--- config.mk ---
export PLATFORM = sky130hd
export DESIGN_NAME = ex_stage
export DESIGN_NICKNAME = d
export VERILOG_FILES = /design/src/rtl/ex_stage.sv
export SDC_FILE = /design/constraint.sdc
export NUM_CORES = 1
export LEC_CHECK = 0
export CAP_MARGIN = 20
export CORE_AREA = 2 2 264 136
export DETAILED_ROUTE_END_ITERATION = 10
export DIE_AREA = 0 0 266 138
export PLACE_DENSITY = 0.68
export REMOVE_ABC_BUFFERS = 1
export SLEW_MARGIN = 5
export SYNTH_ARGS = -nofsm -noshare
export SYNTH_HDL_FRONTEND = slang
export SYNTH_SLANG_ARGS = --single-unit
export TNS_END_PERCENT = 100
--- constraint.sdc ---
create_clock -name clk -period 8.1 [get_ports clk]
set_input_delay 1.215 -clock clk [delete_from_list [all_inputs] [get_ports clk]]
set_output_delay 1.215 -clock clk [all_outputs]
set_load 0.02 [all_outputs]
--- src/rtl/ex_stage.sv ---
// Execute stage: single-cycle ALU plus an iterative shift-add multiplier.
// Results are registered onto the EX/MEM boundary. While a MUL iterates,
// stallreq_o holds the front end so the MUL operands stay on the inputs.
module ex_stage #(
    parameter int XLEN      = 32,
    parameter int ALUSEL_W  = 4,
    parameter int REGADDR_W = 5
) (
    input  logic                 clk,
    input  logic                 rst,
    input  logic [ALUSEL_W-1:0]  alusel,
    input  logic [XLEN-1:0]      s1data,
    input  logic [XLEN-1:0]      s2data,
    input  logic [REGADDR_W-1:0] rd,
    input  logic                 regwe,
    input  logic                 flush_i,
    output logic                 stallreq_o,
    output logic [XLEN-1:0]      wdata_o,
    output logic [REGADDR_W-1:0] rd_o,
    output logic                 regwe_o
);

    localparam int CNT_W   = $clog2(XLEN);
    localparam int SHAMT_W = $clog2(XLEN);

    localparam logic [ALUSEL_W-1:0] OP_ADD  = ALUSEL_W'(1);
    localparam logic [ALUSEL_W-1:0] OP_SUB  = ALUSEL_W'(2);
    localparam logic [ALUSEL_W-1:0] OP_AND  = ALUSEL_W'(3);
    localparam logic [ALUSEL_W-1:0] OP_OR   = ALUSEL_W'(4);
    localparam logic [ALUSEL_W-1:0] OP_XOR  = ALUSEL_W'(5);
    localparam logic [ALUSEL_W-1:0] OP_SLL  = ALUSEL_W'(6);
    localparam logic [ALUSEL_W-1:0] OP_SRL  = ALUSEL_W'(7);
    localparam logic [ALUSEL_W-1:0] OP_SRA  = ALUSEL_W'(8);
    localparam logic [ALUSEL_W-1:0] OP_SLT  = ALUSEL_W'(9);
    localparam logic [ALUSEL_W-1:0] OP_SLTU = ALUSEL_W'(10);
    localparam logic [ALUSEL_W-1:0] OP_MUL  = ALUSEL_W'(11);

    localparam logic [CNT_W-1:0] CNT_LAST = CNT_W'(XLEN - 1);

    typedef enum logic [0:0] {
        ST_IDLE = 1'b0,
        ST_BUSY = 1'b1
    } state_t;

    state_t                 state_r,      state_nxt_s;
    logic [CNT_W-1:0]       cnt_r,        cnt_nxt_s;
    logic [XLEN-1:0]        mcand_r,      mcand_nxt_s;
    logic [XLEN-1:0]        mplier_r,     mplier_nxt_s;
    logic [XLEN-1:0]        acc_r,        acc_nxt_s;
    logic [REGADDR_W-1:0]   rd_cap_r,     rd_cap_nxt_s;
    logic                   regwe_cap_r,  regwe_cap_nxt_s;
    logic [XLEN-1:0]        wdata_nxt_s;
    logic [REGADDR_W-1:0]   rd_nxt_s;
    logic                   regwe_nxt_s;
    logic                   stall_s;
    logic [XLEN-1:0]        alu_result_s;
    logic                   alu_valid_s;
    logic [XLEN-1:0]        partial_s;
    logic [SHAMT_W-1:0]     shamt_s;

    assign shamt_s = s2data[SHAMT_W-1:0];

    // Single-cycle ALU; alu_valid_s is low for NOP and unused encodings.
    always_comb begin
        alu_result_s = {XLEN{1'b0}};
        alu_valid_s  = 1'b1;
        case (alusel)
            OP_ADD:  alu_result_s = s1data + s2data;
            OP_SUB:  alu_result_s = s1data - s2data;
            OP_AND:  alu_result_s = s1data & s2data;
            OP_OR:   alu_result_s = s1data | s2data;
            OP_XOR:  alu_result_s = s1data ^ s2data;
            OP_SLL:  alu_result_s = s1data << shamt_s;
            OP_SRL:  alu_result_s = s1data >> shamt_s;
            OP_SRA:  alu_result_s = $signed(s1data) >>> shamt_s;
            OP_SLT:  alu_result_s = {{(XLEN-1){1'b0}}, ($signed(s1data) < $signed(s2data))};
            OP_SLTU: alu_result_s = {{(XLEN-1){1'b0}}, (s1data < s2data)};
            default: begin
                alu_result_s = {XLEN{1'b0}};
                alu_valid_s  = 1'b0;
            end
        endcase
    end

    // One shift-add step: accumulate the multiplicand when the multiplier LSB is set.
    always_comb begin
        if (mplier_r[0]) begin
            partial_s = acc_r + mcand_r;
        end else begin
            partial_s = acc_r;
        end
    end

    // Next-state, datapath and output selection; outputs default to a bubble.
    always_comb begin
        state_nxt_s     = state_r;
        cnt_nxt_s       = cnt_r;
        mcand_nxt_s     = mcand_r;
        mplier_nxt_s    = mplier_r;
        acc_nxt_s       = acc_r;
        rd_cap_nxt_s    = rd_cap_r;
        regwe_cap_nxt_s = regwe_cap_r;
        wdata_nxt_s     = {XLEN{1'b0}};
        rd_nxt_s        = {REGADDR_W{1'b0}};
        regwe_nxt_s     = 1'b0;
        stall_s         = 1'b0;

        if (flush_i) begin
            // Flush wins over everything, including an issuing or completing MUL.
            state_nxt_s = ST_IDLE;
            cnt_nxt_s   = {CNT_W{1'b0}};
        end else begin
            case (state_r)
                ST_IDLE: begin
                    if (alusel == OP_MUL) begin
                        stall_s         = 1'b1;
                        state_nxt_s     = ST_BUSY;
                        cnt_nxt_s       = {CNT_W{1'b0}};
                        mcand_nxt_s     = s1data;
                        mplier_nxt_s    = s2data;
                        acc_nxt_s       = {XLEN{1'b0}};
                        rd_cap_nxt_s    = rd;
                        regwe_cap_nxt_s = regwe;
                    end else if (alu_valid_s) begin
                        wdata_nxt_s = alu_result_s;
                        rd_nxt_s    = rd;
                        regwe_nxt_s = regwe;
                    end else begin
                        wdata_nxt_s = {XLEN{1'b0}};
                    end
                end
                ST_BUSY: begin
                    acc_nxt_s    = partial_s;
                    mcand_nxt_s  = mcand_r << 1;
                    mplier_nxt_s = mplier_r >> 1;
                    cnt_nxt_s    = cnt_r + CNT_W'(1);
                    if (cnt_r == CNT_LAST) begin
                        // Final iteration: release the front end and retire the product.
                        state_nxt_s = ST_IDLE;
                        cnt_nxt_s   = {CNT_W{1'b0}};
                        wdata_nxt_s = partial_s;
                        rd_nxt_s    = rd_cap_r;
                        regwe_nxt_s = regwe_cap_r;
                    end else begin
                        stall_s = 1'b1;
                    end
                end
                default: begin
                    state_nxt_s = ST_IDLE;
                    cnt_nxt_s   = {CNT_W{1'b0}};
                end
            endcase
        end
    end

    // Stall is suppressed while reset is held so the front end is never frozen in reset.
    assign stallreq_o = rst & stall_s;

    // State, multiplier datapath and EX/MEM output registers.
    always_ff @(posedge clk or negedge rst) begin
        if (!rst) begin
            state_r     <= ST_IDLE;
            cnt_r       <= {CNT_W{1'b0}};
            mcand_r     <= {XLEN{1'b0}};
            mplier_r    <= {XLEN{1'b0}};
            acc_r       <= {XLEN{1'b0}};
            rd_cap_r    <= {REGADDR_W{1'b0}};
            regwe_cap_r <= 1'b0;
            wdata_o     <= {XLEN{1'b0}};
            rd_o        <= {REGADDR_W{1'b0}};
            regwe_o     <= 1'b0;
        end else begin
            state_r     <= state_nxt_s;
            cnt_r       <= cnt_nxt_s;
            mcand_r     <= mcand_nxt_s;
            mplier_r    <= mplier_nxt_s;
            acc_r       <= acc_nxt_s;
            rd_cap_r    <= rd_cap_nxt_s;
            regwe_cap_r <= regwe_cap_nxt_s;
            wdata_o     <= wdata_nxt_s;
            rd_o        <= rd_nxt_s;
            regwe_o     <= regwe_nxt_s;
        end
    end

endmodule

==> impl_metrics.json <==
{
  "cts_tree": "yes",
  "worst_pin_slew_ns": 1.17,
  "crit_arrival_ns": 5.70,
  "final_cell_mix": "221 x nor2_1, 218 x nand2_1, 185 x a21oi_1, 184 x o21ai_0, 144 x dfrtp_1",
  "antenna_found_initial": 1,
  "yosysTopAreaCell": "dfrtp_1",
  "vias": 18300,
  "setup_viol": 0,
  "wl_per_cell_um": 29.2,
  "hold_class": "reg -> reg",
  "rsz0062_at_grt": "false",
  "cp_data_required_time_ns": 8.40,
  "powerDensity_nw_per_um2": 172,
  "ys.warnings.count": 0,
  "numCtsBuffers": 17,
  "end_kind": "register",
  "period_share_pct": 66.6,
  "route.detailed.drc": 0,
  "grt_pass1_wl_mm": 112,
  "io_buffers": 115,
  "fin_nets": 2375,
  "fin_crit_ns": 5.40,
  "drv_cap": 0,
  "final_common_cell": "nor2_1",
  "drv_slew": 0,
  "grt_pass1_vias": 16300,
  "reg2reg_from": "mcand_r[4]$_DFFE_PN0P_",
  "vdd_drop_max_mv": 0.125,
  "seq_area_frac_synth_pct": 22.0,
  "start_util_pct": 47.7,
  "drt_iter0_markers": 2979,
  "reg2regPathDepth": 11,
  "ctsHoldBuffers": 0,
  "crit_type": "in -> reg",
  "relSlewSlack_pct": 21.4,
  "synth_ff_type": "dfrtp_1",
  "worstPathMaxFanout": 5,
  "grt_use_total_pct": 41.0,
  "hpwl_mm": 58.2,
  "synth-async-reset-ratio_pct": 100,
  "setup_slack_ns": 2.70,
  "avgSynthCellArea_um2": 7.75,
  "cts_sinks": 146,
  "clk_pin_slew_ns": 0.08,
  "num_rows": 49,
  "max_freq_ghz": 0.185,
  "viasPerCell": 6.93,
  "status": "complete, no violations",
  "synth_edf_count": 0,
  "cts.htree.levels": 4,
  "syn_area_um2": 16600,
  "post_cts_buffers": 0,
  "dr.pass1.iters": 7,
  "grt_max_degree": 79,
  "setup_tns_ns": 0,
  "ys_seq_elements": 146,
  "die_h_um": 138,
  "reg2reg_to": "wdata_o[28]$_DFF_PN0_",
  "syn_inst": 2144,
  "routed_wirelength_mm": 77.0,
  "synth_top_cell_area_share_pct": 22.0,
  "die_x_um": 266,
  "clk_latency_ns": 0.47,
  "r2r_slack_ns": 3.97,
  "power.total_uw": 3200,
  "io_pins": 116,
  "synth_area_leaders": "dfrtp_1 22%, ha_1 10%, mux2i_1 8.6%, a21oi_1 5.6%, o21ai_0 5.5%",
  "drive_gt1_share_pct": 7.26,
  "start_kind": "input pin",
  "skew_ns": 0.0134,
  "critPathLaunch": "s1data[0]",
  "placed_area_um2": 18000,
  "cts_buffer_depth": 2,
  "hold_viol": 0,
  "core_um2": 34800,
  "stdcell_count": 2635,
  "crit_end": "wdata_o[16]$_DFF_PN0_",
  "p_leak_uw": 0.00808,
  "die_area_um2": 36700,
  "routabilityCongestion": 1.06,
  "finalInstanceArea_um2": 18600,
  "overflow": 0,
  "dp_slack_ns": 2.34,
  "synth_cell_types": 83,
  "post_cts_resized": 0,
  "dp.cells": 2601,
  "ant_nets": 0,
  "cts_root_buffer": "clkbuf_16",
  "syn_to_final_growth_pct": 12.2
}
-- cell type report --
type	count	area, µm²
multi-input cells	1730	11900
fillers	3382	16200
clock buffers	17	425
clock inverters	15	184
repair buffers	155	1440
flip-flops and latches	146	3660
inverters	112	420
diodes	1	2.50
well taps	459	574
-- where the power goes --
group | switching (µW) | internal, µW | total [µW] | leakage (µW)
sequential | 116 | 857 | 973 | 0.00192
combinational | 882 | 495 | 1380 | 0.00587
clock | 431 | 421 | 852 | 0.000297
total | 1430 | 1770 | 3200 | 0.00808
-- worst min-delay path by stage --
stage          depth (start not counted)                        to  slack (ns)                startpoint
3_5_place_dp                           2   mplier_r[5]$_DFFE_PN0P_        0.47   mplier_r[5]$_DFFE_PN0P_
6_report                               2   mplier_r[5]$_DFFE_PN0P_        0.48   mplier_r[5]$_DFFE_PN0P_
2_1_floorplan                          1      cnt_r[3]$_DFFE_PN0P_        0.44      cnt_r[3]$_DFFE_PN0P_
5_1_grt                                2  mplier_r[21]$_DFFE_PN0P_        0.53  mplier_r[21]$_DFFE_PN0P_
3_3_place_gp                           2   mplier_r[6]$_DFFE_PN0P_        0.46   mplier_r[6]$_DFFE_PN0P_
4_1_cts                                2   mplier_r[5]$_DFFE_PN0P_        0.49   mplier_r[5]$_DFFE_PN0P_
-- registers in the layout, summed over array words and instances, names as in the netlist --
signal / flops
mcand_r: 32
regwe_cap_r: 1
cnt_r: 5
mplier_r: 32
rd_o: 5
regwe_o: 1
acc_r: 32
wdata_o: 32
rd_cap_r: 5
state_r: 1
-- stage by stage --
step | util (%) | hold slack, ns
2_1_floorplan | - | 0.441
5_1_grt | 53.5 | 0.526
6_report | 53.5 | 0.482
3_3_place_gp | 51.7 | 0.461
3_5_place_dp | 51.7 | 0.471
4_1_cts | 53.5 | 0.488
-- Yosys cell counts, types with 10 or more instances --
master / number
o221ai_1: 16
mux2i_1: 142
nor4_1: 10
mux4_2: 19
o21ai_0: 184
a21o_1: 27
o211ai_1: 32
o21bai_1: 20
o21a_1: 17
a221o_1: 10
xnor2_1: 24
a22o_1: 20
mux2_2: 25
dfrtp_1: 146
a21oi_1: 185
o2111ai_1: 10
nor2b_1: 20
nand3_1: 27
a211oi_1: 30
o22ai_1: 22
clkbuf_1: 121
inv_1: 110
nand2_1: 218
nand4_1: 16
nor2_1: 221
and2_1: 10
nor3_1: 40
o31ai_1: 13
buf_1: 10
xor2_1: 12
a31oi_1: 12
ha_1: 133
nand2b_1: 21
a22oi_1: 15
buf_2: 18
a221oi_1: 35
-- logic make-up (layout without fill, tap and decap cells) --
family	after synthesis	count (layout)	share of synthesized area [%]
DFF	146	146	22.0
and+or+nand+nor	631	631	16.9
buffers and inverters	268	299	6.40
other	0	1	0
muxes	188	188	13.1
xor gates and xnor gates	36	36	1.90
adders and majority gates	136	136	10.4
AOI/OAI and AO/OA	739	739	29.3
-- per-layer routing --
layer,part of all wire (%),GRT usage [%],vias up
met5,0,0,-
met4,2.0,8.57,0
met3,15,14.6,136
met2,37,51.7,1390
met1,46,64.6,8804
li1,-,-,7928
-- worst max-delay path, cell delays in order --
cell and delay, ns:
clkdlybuf4s50_1 0.48, inv_1 0.23, ha_1 0.21, inv_1 0.06
fa_1 0.38, nor2b_1 0.16, o21a_1 0.20, o31ai_1 0.68
a211oi_1 0.18, nor3b_1 0.68, o21ai_0 0.26, a31oi_1 0.22
a21oi_1 0.08, o41ai_1 0.48, o211ai_1 0.18
(Power assumes the default switching activity.)
